File: src/rtl/match_seq_ctrl_pkg.sv
// Shared types and constants for the match sequencing controller.
// State encoding, default code width, trigger pattern and reset code.
package match_seq_ctrl_pkg;

  typedef enum logic [1:0] {
    IDLE = 2'd0,
    CAP  = 2'd1,
    RESP = 2'd2,
    LOCK = 2'd3
  } state_t;

  localparam int          CW_DEF   = 4;
  localparam logic [3:0]  TRIG_PAT = 4'b1011;
  localparam int          RST_CODE = 0;

endpackage

File: src/rtl/match_seq_ctrl_idx_encd.sv
// Combinational log2-plus-one index encoder: 0 for zero, else MSB position + 1.
// Zero latency; no flow control, purely combinational.
module idx_encd
  import match_seq_ctrl_pkg::*;
#(
  parameter int IW = 10,
  parameter int CW = CW_DEF
) (
  input  logic [IW-1:0] i,
  output logic [CW-1:0] code
);

  always_comb begin
    code = CW'(RST_CODE);
    // Later (higher) set bits overwrite earlier ones, leaving the MSB position.
    for (int b = 0; b < IW; b++) begin
      if (i[b]) code = CW'(b + 1);
    end
  end

endmodule

File: src/rtl/match_seq_ctrl.sv
// Enroll/check sequencer with failure lockout; enroll answers 1 cycle, check 2 cycles after sampling.
// No queuing: requests are only sampled in IDLE and dropped otherwise; busy marks non-IDLE.
module match_seq_ctrl
  import match_seq_ctrl_pkg::*;
#(
  parameter int IW       = 10,
  parameter int CW       = CW_DEF,
  parameter int MAX_FAIL = 3,
  parameter int LOCK_CYC = 16
) (
  input  logic          c,
  input  logic          rn,
  input  logic [IW-1:0] i,
  input  logic          enr,
  input  logic          chk,
  output logic          busy,
  output logic          done,
  output logic          match,
  output logic          err,
  output logic          tamper,
  output logic          locked,
  output logic [CW-1:0] fail_cnt,
  output logic [CW-1:0] ref_code,
  output logic          ref_vld
);

  localparam int          LW       = $clog2(LOCK_CYC + 1);
  localparam logic [CW-1:0] FAIL_MAX = CW'(MAX_FAIL);
  localparam logic [LW-1:0] LOCK_LAST = LW'(LOCK_CYC - 1);

  state_t          state;
  logic [LW-1:0]   lock_cnt;
  logic [CW-1:0]   cap_code;
  logic            cap_trig;
  logic [CW-1:0]   enc_code;
  logic [CW-1:0]   fail_next;

  idx_encd #(.IW(IW), .CW(CW)) u_enc (
    .i    (i),
    .code (enc_code)
  );

  assign fail_next = (fail_cnt == FAIL_MAX) ? FAIL_MAX : fail_cnt + CW'(1);

  always_ff @(posedge c) begin
    if (!rn) begin
      state    <= IDLE;
      lock_cnt <= '0;
      cap_code <= CW'(RST_CODE);
      cap_trig <= 1'b0;
      busy     <= 1'b0;
      done     <= 1'b0;
      match    <= 1'b0;
      err      <= 1'b0;
      tamper   <= 1'b0;
      locked   <= 1'b0;
      fail_cnt <= '0;
      ref_code <= CW'(RST_CODE);
      ref_vld  <= 1'b0;
    end else begin
      // Response strobes live only for the single RESP cycle.
      done  <= 1'b0;
      match <= 1'b0;
      err   <= 1'b0;
      case (state)
        IDLE: begin
          if (enr) begin
            ref_code <= enc_code;
            ref_vld  <= 1'b1;
            done     <= 1'b1;
            busy     <= 1'b1;
            state    <= RESP;
          end else if (chk) begin
            cap_code <= enc_code;
            cap_trig <= (i[3:0] == TRIG_PAT);
            busy     <= 1'b1;
            state    <= CAP;
          end
        end
        CAP: begin
          done  <= 1'b1;
          state <= RESP;
          if (!ref_vld) begin
            err <= 1'b1;
          end else if (cap_trig) begin
            // Trigger pattern is never allowed to match, even on equal codes.
            tamper   <= 1'b1;
            fail_cnt <= fail_next;
          end else if (cap_code == ref_code) begin
            match    <= 1'b1;
            fail_cnt <= '0;
          end else begin
            fail_cnt <= fail_next;
          end
        end
        RESP: begin
          if (fail_cnt == FAIL_MAX) begin
            locked <= 1'b1;
            state  <= LOCK;
          end else begin
            busy  <= 1'b0;
            state <= IDLE;
          end
        end
        LOCK: begin
          if (lock_cnt == LOCK_LAST) begin
            lock_cnt <= '0;
            fail_cnt <= '0;
            locked   <= 1'b0;
            busy     <= 1'b0;
            state    <= IDLE;
          end else begin
            lock_cnt <= lock_cnt + LW'(1);
          end
        end
        default: state <= IDLE;
      endcase
    end
  end

endmodule
File: config.mk
export PLATFORM = sky130hd
export DESIGN_NAME = match_seq_ctrl
export DESIGN_NICKNAME = d
export VERILOG_FILES = /design/src/rtl/match_seq_ctrl_pkg.sv /design/src/rtl/match_seq_ctrl_idx_encd.sv /design/src/rtl/match_seq_ctrl.sv
export SDC_FILE = /design/constraint.sdc
export NUM_CORES = 1
export LEC_CHECK = 0
export BUFFER_PORTS_ARGS = -buffer_cell sky130_fd_sc_hd__buf_2
export CORE_UTILIZATION = 52
export DETAILED_ROUTE_END_ITERATION = 12
export PLACE_DENSITY = 0.77
export SYNTH_ARGS = -nofsm -noshare
export SYNTH_HDL_FRONTEND = slang
export SYNTH_HIERARCHICAL = 1
export SYNTH_SLANG_ARGS = --single-unit
export TNS_END_PERCENT = 20
File: constraint.sdc
create_clock -name c -period 1.8 [get_ports c]
set_input_delay 0.18 -clock c [delete_from_list [all_inputs] [get_ports c]]
set_output_delay 0.18 -clock c [all_outputs]
set_load 0.02 [all_outputs]
==> results of run 1 <==
-- cell families (layout without fill, tap and decap cells) --
| logic type | after synthesis | after routing | synth area share, % |
|---|---|---|---|
| flip-flops | 27 | 27 | 43.03 |
| multiplexers | 8 | 8 | 6.375 |
| AND/OR/NAND/NOR | 64 | 64 | 25.40 |
| AO/OA/AOI/OAI | 26 | 26 | 14.04 |
| buffers and inverters | 10 | 36 | 4.979 |
| XOR/XNOR | 6 | 6 | 4.183 |
| adder cells (fa/ha/maj) | 2 | 2 | 1.992 |
-- sequential cells by signal, summed over array words and instances, names as in the netlist --
signal	count
lock_cnt	5
cap_code	4
fail_cnt	4
ref_code	4
state	2
busy	1
cap_trig	1
done	1
err	1
locked	1
match	1
ref_vld	1
tamper	1
-- layer usage --
metal  part of all wire, %  routed length, um
met5                     0                  0
met2                    51               1308
met1                    45               1160
met4                  0.66                 17
met3                   3.4                 87
-- synthesized netlist by cell type (2+ instances only) --
cell type   n  area, um2
inv_1       4      15.01
xor2_1      2      17.52
nand4_1     2      12.51
nand3_1     4      20.02
ha_1        2      25.02
o21ai_0     4      20.02
nand4b_1    3      26.28
nand2_1     7      26.28
nor2_1     29      108.9
and3_1      3      18.77
xnor2_1     4      35.03
a211o_2     2      20.02
mux2i_1     8      80.08
clkbuf_1    3      11.26
a21oi_1    11      55.05
nor3_1      4      20.02
dfxtp_1    27      540.5
and2_1      2      12.51
-- how the worst max path moves through the flow --
stage / depth (start not counted) / endpoint / start
2_1_floorplan: 6 / fail_cnt[2] / fail_cnt[0]
3_3_place_gp: 6 / fail_cnt[2] / fail_cnt[0]
3_5_place_dp: 6 / fail_cnt[2] / fail_cnt[0]
4_1_cts: 6 / fail_cnt[2] / fail_cnt[0]
5_1_grt: 6 / fail_cnt[2] / fail_cnt[0]
6_report: 6 / fail_cnt[2] / fail_cnt[0]
-- report_power, final --
| group | switching [mW] | internal [mW] |
|---|---|---|
| logic | 0.104 | 0.0692 |
| registers | 0.0246 | 0.623 |
| clock network | 0.174 | 0.0831 |
-- critical path, cell delays in order, from the launching register on --
cell      delay [ns]
dfxtp_2         0.39
ha_1            0.19
or3b_4          0.42
and3_1          0.21
nand4b_1        0.10
a21oi_1         0.07
a31o_2          0.23
-- metrics by stage --
stage	total power [mW]	std cells	hold WS [ns]
after floorplan	0.7871	143	0.3423
after global routing	1.135	197	0.1414
after CTS	1.091	197	0.1364
after detailed placement	0.8331	193	0.4587
after global placement	0.8270	193	0.4508
final	1.078	197	0.1501
-- cell type report --
cell class              instances  area (um2)
fillers                       210       840.8
clock inverters                 1       5.005
inverters                       4       15.01
repair buffers                 28       140.1
clock buffers                   3       22.52
multi-input cells             106       653.1
flip-flops and latches         27       543.0
well taps                      28       35.03
==> impl_metrics.py, run 1 <==
metrics = {
    "outcome": {
        "outcome": "finished, final reports clean",
    },
    "yosys": {
        "synth_edf_count": 0,
        "synth_nets": 159,
        "syn_area_mm2": 0.001256,
        "async_flop_share_pct": 0,
        "seq_area_frac_synth_pct": 43.03,
        "yosys_warnings": 6,
        "syn_avg_cell_area_um2": 8.785,
        "synth_flop_cell": "dfxtp_1",
        "ys_seq_elements": 27,
        "synthCells": 143,
        "synth_cell_types": 40,
    },
    "grt": {
        "grt_usage_pct": 21.81,
        "overflow": 0,
        "met3_usage_pct": 2.976,
        "grt_max_degree": 23,
        "grt-busiest-layer": "met2",
        "grt_util_met1_pct": 27.17,
        "grt_pass1_wl_um": 4236,
        "antenna_found_initial": 0,
        "grt_pass1_vias": 987,
        "use_met2_pct": 38.16,
    },
    "setup_path": {
        "crit_type": "flop to flop",
        "r2r_cells": 6,
        "arrival_ns": 1.92,
        "crit_fanout": 6,
        "critical_path.startpoint_type": "flop",
        "endpoint_kind": "flop",
        "critPathRequiredTime_ns": 2.03,
        "r2r-start": "fail_cnt[0]",
        "r2r-end": "fail_cnt[2]",
        "regToRegSetupSlack_ns": 0.10,
    },
    "final_layout": {
        "finish.utilization_pct": 62.71,
        "mostFrequentLayoutCells": "nor2_1, buf_2, dfxtp_1",
        "layout_commonest_cell": "nor2_1",
        "n_antenna_cell": 0,
        "syn2layout_area_growth_pct": 12.55,
        "design_area_mm2": 0.001414,
        "drive_gt1_share_pct": 24.26,
        "nets": 186,
    },
    "clock_tree": {
        "cts.repair.resized": 0,
        "hold_buffers": 0,
        "cts_root_buf": "clkbuf_4",
        "cts.clk_slew.worst_paths_ns": 0.14,
        "htree_levels": 1,
        "cts.sinks": 27,
        "clockBufferDepth": 2,
        "cts_tree": "built",
        "post-cts-setup-buffer-count": 0,
        "clkLatencyLatePin_ns": 0.32,
        "cts_made_buffers": 3,
    },
    "power_and_ir_drop": {
        "power_density_mw_per_mm2": 762.4,
        "peakVddDrop_mv": 0.4357,
        "p_leak_nw": 0.6500,
    },
    "detailed_routing": {
        "vias": 1099,
        "postRouteAntennaNets": 0,
        "drc": 0,
        "first_pass_iters": 4,
        "vias_per_cell": 5.579,
        "drt_first_iter_violations": 23,
        "wl_per_cell_um": 13.06,
        "routed_wl_um": 2573,
    },
    "placed_design": {
        "gp_congestion": 0.7763,
        "dpl_worst_slack_ns": 0.09629,
        "place_area_mm2": 0.001384,
        "hpwlAfterDp_um": 1971,
        "port_buffers": 28,
    },
    "sta": {
        "tightest_slew_ns": 0.6531,
        "finalCritPeriodShare_pct": 94.25,
        "period_minus_slack_ns": 1.696,
        "setup_tns_ns": 0,
        "grt_setup_unrepaired": "false",
        "drv_slew": 0,
        "setup_viol": 0,
        "postLayoutSetupSlackWorst_ns": 0.1036,
        "skew_ns": 0.004057,
        "hold_viol_final": 0,
        "fmax_ghz": 0.5895,
        "relSlewSlack_pct": 56.41,
    },
    "job": {
        "cap_violations": 0,
    },
    "die": {
        "initial_core_util_pct": 55.72,
        "row_count": 17,
        "die_h_um": 51.15,
        "num_io_pins": 29,
        "core-area_mm2": 0.002255,
        "die_area_mm2": 0.002616,
        "dieWidth_um": 51.15,
    },
    "worst_hold_path": {
        "hold_path.class": "input pin to flop",
        "hold_start": "chk",
        "worstHoldEndpoint": "state[1]",
        "worstHoldPathCells": 3,
    },
}
(Power assumes the default switching activity.)
==> run 2: changes to the inputs <==
--- a/config.mk
+++ b/config.mk
@@ -7,7 +7,8 @@
 export LEC_CHECK = 0
 export BUFFER_PORTS_ARGS = -buffer_cell sky130_fd_sc_hd__buf_2
-export CORE_UTILIZATION = 52
+export CORE_UTILIZATION = 55
+export CTS_BUF_LIST = sky130_fd_sc_hd__clkbuf_8
 export DETAILED_ROUTE_END_ITERATION = 12
-export PLACE_DENSITY = 0.77
+export PLACE_DENSITY = 0.81
 export SYNTH_ARGS = -nofsm -noshare
 export SYNTH_HDL_FRONTEND = slang
==> constraint.sdc (replaced) <==
create_clock -name c -period 1.8 [get_ports c]
set_input_delay 0.36 -clock c [delete_from_list [all_inputs] [get_ports c]]
set_output_delay 0.36 -clock c [all_outputs]
set_load 0.02 [all_outputs]
==> run 2 against run 1 <==
- fmax shrank 0.93%
- first-iteration DRC count rose by 22%
- clock power up 25%
- die area is 5.2% lower
- register-to-register slack worse by 0.02 ns
- worst hold slack better by 0.23 ns
- count of clock-buffer cells in the layout did not move
- core utilization is 7.6 points higher
- sequential share of layout area down 0.84 points
- via count decreased by 1.3%
- final area rose by 2.5%
- critical endpoint unchanged
- largest cell class unchanged
- largest power group unchanged
==> impl_metrics.py, run 2 (synthesized netlist as in run 1, its figures left out) <==
metrics = {
    "detailed_routing": {
        "vias": 1085,
        "vias_per_cell": 5.508,
        "postRouteAntennaNets": 0,
        "routed_wl_um": 2497,
        "first_pass_iters": 4,
        "drc": 0,
        "wl_per_cell_um": 12.68,
        "drt_first_iter_violations": 28,
    },
    "clock_tree": {
        "cts.clk_slew.worst_paths_ns": 0.08,
        "cts.sinks": 27,
        "cts_tree": "built",
        "clkLatencyLatePin_ns": 0.26,
        "clockBufferDepth": 2,
        "htree_levels": 1,
        "hold_buffers": 0,
        "cts_made_buffers": 3,
        "cts_root_buf": "clkbuf_8",
    },
    "grt": {
        "grt_pass1_vias": 949,
        "antenna_found_initial": 0,
        "grt_max_degree": 23,
        "grt_util_met1_pct": 29.42,
        "grt_pass1_wl_um": 4174,
        "grt_usage_pct": 22.08,
        "grt-busiest-layer": "met2",
        "use_met2_pct": 36.26,
        "met3_usage_pct": 3.704,
        "overflow": 0,
    },
    "die": {
        "die_area_mm2": 0.002479,
        "dieWidth_um": 49.79,
        "row_count": 16,
        "num_io_pins": 29,
        "initial_core_util_pct": 60.92,
        "die_h_um": 49.79,
        "core-area_mm2": 0.002062,
    },
    "sta": {
        "skew_ns": 0.003322,
        "hold_viol_final": 0,
        "fmax_ghz": 0.5840,
        "setup_tns_ns": 0,
        "tightest_slew_ns": 0.6354,
        "postLayoutSetupSlackWorst_ns": 0.08755,
        "drv_slew": 0,
        "relSlewSlack_pct": 57.59,
        "grt_setup_unrepaired": "false",
        "period_minus_slack_ns": 1.712,
        "finalCritPeriodShare_pct": 95.14,
        "setup_viol": 0,
    },
    "final_layout": {
        "regMostFlops": "lock_cnt",
        "drive_gt1_share_pct": 26.47,
        "n_antenna_cell": 0,
        "instances_no_fill": 197,
        "finish.utilization_pct": 70.27,
        "mostFrequentLayoutCells": "nor2_1, buf_2, dfxtp_1",
        "layout_commonest_cell": "nor2_1",
        "nets": 187,
        "largest_register_ffs": 5,
        "syn2layout_area_growth_pct": 15.34,
    },
    "placed_design": {
        "placed_cells": 192,
        "hpwlAfterDp_um": 1923,
        "dpl_worst_slack_ns": 0.04301,
        "port_buffers": 28,
        "gp_congestion": 0.7995,
    },
    "setup_path": {
        "critPathRequiredTime_ns": 1.96,
        "crit_type": "flop to flop",
        "critical_path.startpoint_type": "flop",
        "r2r-start": "fail_cnt[0]",
        "r2r-end": "fail_cnt[2]",
        "r2r_cells": 6,
        "crit_fanout": 6,
        "arrival_ns": 1.87,
        "regToRegSetupSlack_ns": 0.09,
        "endpoint_kind": "flop",
    },
    "worst_hold_path": {
        "worstHoldEndpoint": "done",
        "worstHoldPathCells": 3,
        "hold_start": "enr",
        "hold_path.class": "input pin to flop",
    },
    "job": {
        "cap_violations": 0,
    },
    "outcome": {
        "outcome": "finished, final reports clean",
    },
    "power_and_ir_drop": {
        "power_density_mw_per_mm2": 787.3,
        "peakVddDrop_mv": 0.7246,
        "p_leak_nw": 0.6622,
    },
}
run 2: changes by cell type in the layout (fill, tap and decap cells not counted), sizes merged:
| cell | change |
|---|---|
| buf | +1 |
| clkinv | -1 |
| inv | +1 |
run 2: worst max path at each step:
stage / end / depth (start not counted) / startpoint / slack [ns]
2_1_floorplan: fail_cnt[2] / 6 / fail_cnt[0] / 0.05
3_3_place_gp: fail_cnt[2] / 6 / fail_cnt[0] / 0.16
3_5_place_dp: fail_cnt[3] / 6 / fail_cnt[0] / 0.04
4_1_cts: fail_cnt[3] / 6 / fail_cnt[0] / 0.02
5_1_grt: fail_cnt[3] / 6 / fail_cnt[0] / 0.02
6_report: fail_cnt[2] / 6 / fail_cnt[0] / 0.09
run 2: repair_timing:
item	4_1_cts	5_1_grt
resized for setup	0	6
setup endpoints to repair	0	4
buffers inserted	0	1
run 2: report_power, final:
group	switching [mW]	internal, mW	leakage (nW)
Clock	0.169	0.152	0.0269
Sequential	0.0258	0.622	0.221
Combinational	0.102	0.0692	0.414
run 2: layer usage:
layer | wire length, um | share of wire [%] | up-vias
met5 | 0 | 0 | -
met4 | 11 | 0.44 | 0
met3 | 73 | 2.9 | 2
met2 | 1303 | 52 | 21
met1 | 1108 | 44 | 508
li1 | - | - | 554
run 2: through the flow:
step                area (um2)  power, mW  hold WS, ns
finish                    1449      1.141       0.3836
global route              1449      1.204       0.3962
CTS                       1428      1.154       0.3811
detailed placement        1383     0.8308       0.4658
global placement          1383     0.8247       0.4428
floorplan                 1256     0.7871       0.4555
run 2: cell type report:
type                    instances  area, um2
inverters                       4      15.01
clock inverters                 1      3.754
multi-input cells             106      663.1
well taps                      27      33.78
repair buffers                 29      147.6
fillers                       168      613.1
clock buffers                   3      41.29
flip-flops and latches         27      544.3
run 2: worst max-delay path, cell delays in order (launching register included):
cell	delay [ns]
dfxtp_2	0.38
ha_2	0.20
or3b_4	0.42
and3_1	0.21
nand4b_1	0.10
a21oi_1	0.07
a31o_2	0.23
==> run 3: changes to the inputs <==
- CORE_UTILIZATION: 55 -> 34
- PLACE_DENSITY: 0.81 -> unset
- RECOVER_POWER: unset -> 50
- SYNTH_HIERARCHICAL: 1 -> unset
==> run 3 against run 2 <==
- highest routed layer unchanged
- combinational power rose by 6%
- core utilization fell by 29 points
- first-iteration DRC count increased by 110%
- synthesized cell count increased by 9.1%
- register-to-register slack improved by 0.09 ns
- largest power group unchanged
- count of clock-buffer cells in the layout did not move
- non-clock buffer count unchanged
- worst hold slack better by 0.0098 ns
- sequential power increased by 2%
- routed wire length increased by 11%
- clock power rose by 6%
- final area up 3.1%
==> impl_metrics.py, run 3 <==
metrics = {
    "final_layout": {
        "n_antenna_cell": 0,
        "design_area_mm2": 0.001494,
        "finish.utilization_pct": 40.81,
        "regMostFlops": "lock_cnt",
        "mostFrequentLayoutCells": "nor2_1, dfxtp_1, clkbuf_1",
        "syn2layout_area_growth_pct": 15.70,
        "fillers": 385,
        "regArea_um2": 540.5,
        "nets": 201,
        "multi_input_area_um2": 681.9,
        "largest_register_ffs": 5,
        "drive_gt1_share_pct": 10.87,
        "layout_commonest_cell": "nor2_1",
    },
    "detailed_routing": {
        "met2_length_um": 1369,
        "wl_met1_um": 1316,
        "routed_wl_um": 2773,
        "drc": 0,
        "first_pass_iters": 4,
        "wl_per_cell_um": 11.95,
        "postRouteAntennaNets": 0,
        "drt_first_iter_violations": 60,
        "top_layer": "met4",
        "met3_wirelength_um": 66,
        "vias": 1161,
        "vias_per_cell": 5.004,
    },
    "die": {
        "die_h_um": 63.63,
        "die_area_mm2": 0.004048,
        "num_io_pins": 29,
        "dieWidth_um": 63.63,
        "initial_core_util_pct": 35.27,
        "core-area_mm2": 0.003661,
        "row_count": 22,
    },
    "grt": {
        "grt_pass1_wl_um": 4740,
        "grt_usage_pct": 15.01,
        "antenna_found_initial": 0,
        "grt_max_degree": 23,
        "overflow": 0,
        "grt_pass1_vias": 1100,
    },
    "setup_path": {
        "crit_fanout": 4,
        "r2r_cells": 6,
        "critPathRequiredTime_ns": 2.01,
        "critical_path.startpoint_type": "flop",
        "endpoint_kind": "flop",
        "crit_type": "flop to flop",
        "r2r-start": "lock_cnt[0]",
        "regToRegSetupSlack_ns": 0.18,
        "arrival_ns": 1.83,
        "r2r-end": "fail_cnt[3]",
    },
    "placed_design": {
        "port_buffers": 28,
        "hpwlAfterDp_um": 2075,
        "gp_congestion": 0.9123,
        "place_area_mm2": 0.001470,
        "dpl_worst_slack_ns": 0.2077,
    },
    "clock_tree": {
        "clkLatencyLatePin_ns": 0.27,
        "cts_tree": "built",
        "cts.sinks": 27,
        "post-cts-setup-buffer-count": 0,
        "cts.clk_slew.worst_paths_ns": 0.09,
        "clockBufferDepth": 2,
        "cts_root_buf": "clkbuf_8",
        "hold_buffers": 0,
        "htree_levels": 1,
        "cts_made_buffers": 3,
        "cts.repair.resized": 0,
    },
    "yosys": {
        "synth_edf_count": 0,
        "ys_seq_elements": 27,
        "synth_top_cell_by_area": "dfxtp_1",
        "syn_area_mm2": 0.001291,
        "synthCells": 156,
        "syn_avg_cell_area_um2": 8.277,
        "synthMostInstantiatedCell": "nor2_1",
        "async_flop_share_pct": 0,
        "seq_area_frac_synth_pct": 41.86,
        "ys_top_cells_by_area": "dfxtp_1, nor2_1, a21oi_1",
        "yosys_warnings": 0,
        "synth_cell_types": 40,
        "synth_common_cells": "nor2_1, dfxtp_1, a21oi_1",
        "synth_top_cell_area_share_pct": 41.86,
        "synth_nets": 172,
        "synth_flop_cell": "dfxtp_1",
    },
    "sta": {
        "finalCritPeriodShare_pct": 90.21,
        "hold_viol_final": 0,
        "setup_tns_ns": 0,
        "skew_ns": 0.005563,
        "relSlewSlack_pct": 60.82,
        "fmax_ghz": 0.6159,
        "grt_setup_unrepaired": "false",
        "postLayoutSetupSlackWorst_ns": 0.1762,
        "tightest_slew_ns": 0.5877,
        "period_minus_slack_ns": 1.624,
        "setup_viol": 0,
        "drv_slew": 0,
    },
    "worst_hold_path": {
        "worstHoldEndpoint": "lock_cnt[4]",
        "worstHoldPathCells": 2,
        "hold_path.class": "input pin to flop",
        "hold_start": "rn",
    },
    "outcome": {
        "outcome": "finished, final reports clean",
    },
    "job": {
        "cap_violations": 0,
    },
    "power_and_ir_drop": {
        "power_mw": 1.181,
        "power_density_mw_per_mm2": 790.6,
        "peakVddDrop_mv": 0.2437,
        "p_leak_nw": 0.5904,
    },
}
run 3: report_power, final:
| part | switching [mW] | total [mW] | internal (mW) |
|---|---|---|---|
| logic | 0.114 | 0.183 | 0.0691 |
| clock network | 0.187 | 0.340 | 0.153 |
| registers | 0.0347 | 0.658 | 0.624 |
| total | 0.335 | 1.18 | 0.846 |
run 3: final cells by class:
class                           count  share of cell area [%]
Multi-Input combinational cell    114                   45.64
Sequential cell                    27                   36.18
Timing Repair Buffer               29                   8.627
Tap cell                           48                   4.020
Clock buffer                        3                   2.764
Inverter                           10                   2.513
Clock inverter                      1                  0.2513
run 3: worst max-delay path by stage:
| stage | startpoint | endpoint | slack, ns | depth (start not counted) |
|---|---|---|---|---|
| 2_1_floorplan | ref_code[0] | fail_cnt[2] | 0.30 | 5 |
| 3_3_place_gp | ref_code[0] | fail_cnt[2] | 0.25 | 5 |
| 3_5_place_dp | lock_cnt[0] | fail_cnt[3] | 0.21 | 6 |
| 4_1_cts | lock_cnt[0] | fail_cnt[3] | 0.18 | 6 |
| 5_1_grt | lock_cnt[0] | fail_cnt[3] | 0.06 | 6 |
| 6_report | lock_cnt[0] | fail_cnt[3] | 0.18 | 6 |
run 3: cells by family after synthesis:
| family | synth area share, % |
|---|---|
| mux | 2.326 |
| buf+inv | 5.135 |
| flops | 41.86 |
| fa+ha+maj | 1.938 |
| compound gates | 20.06 |
| xor+xnor | 1.357 |
| simple gates | 27.33 |
run 3: metrics by stage:
step                      std cells  hold slack [ns]
after detailed placement        228           0.4527
after global routing            232           0.4011
after CTS                       232           0.3974
final                           232           0.3934
after global placement          228           0.4416
after floorplan                 156           0.4407
run 3: metal layers:
metal,GRT usage (%),vias up
li1,-,605
met1,18.16,536
met2,25.66,18
met3,2.536,2
met4,6.818,0
met5,0,-
run 3: worst max-delay path, stage by stage, from the launching register on:
cell and delay [ns]:
dfxtp_1 0.34, ha_1 0.23, and4b_1 0.23, and2_1 0.17, o21ai_0 0.30, o21ai_0 0.15
a21oi_1 0.13
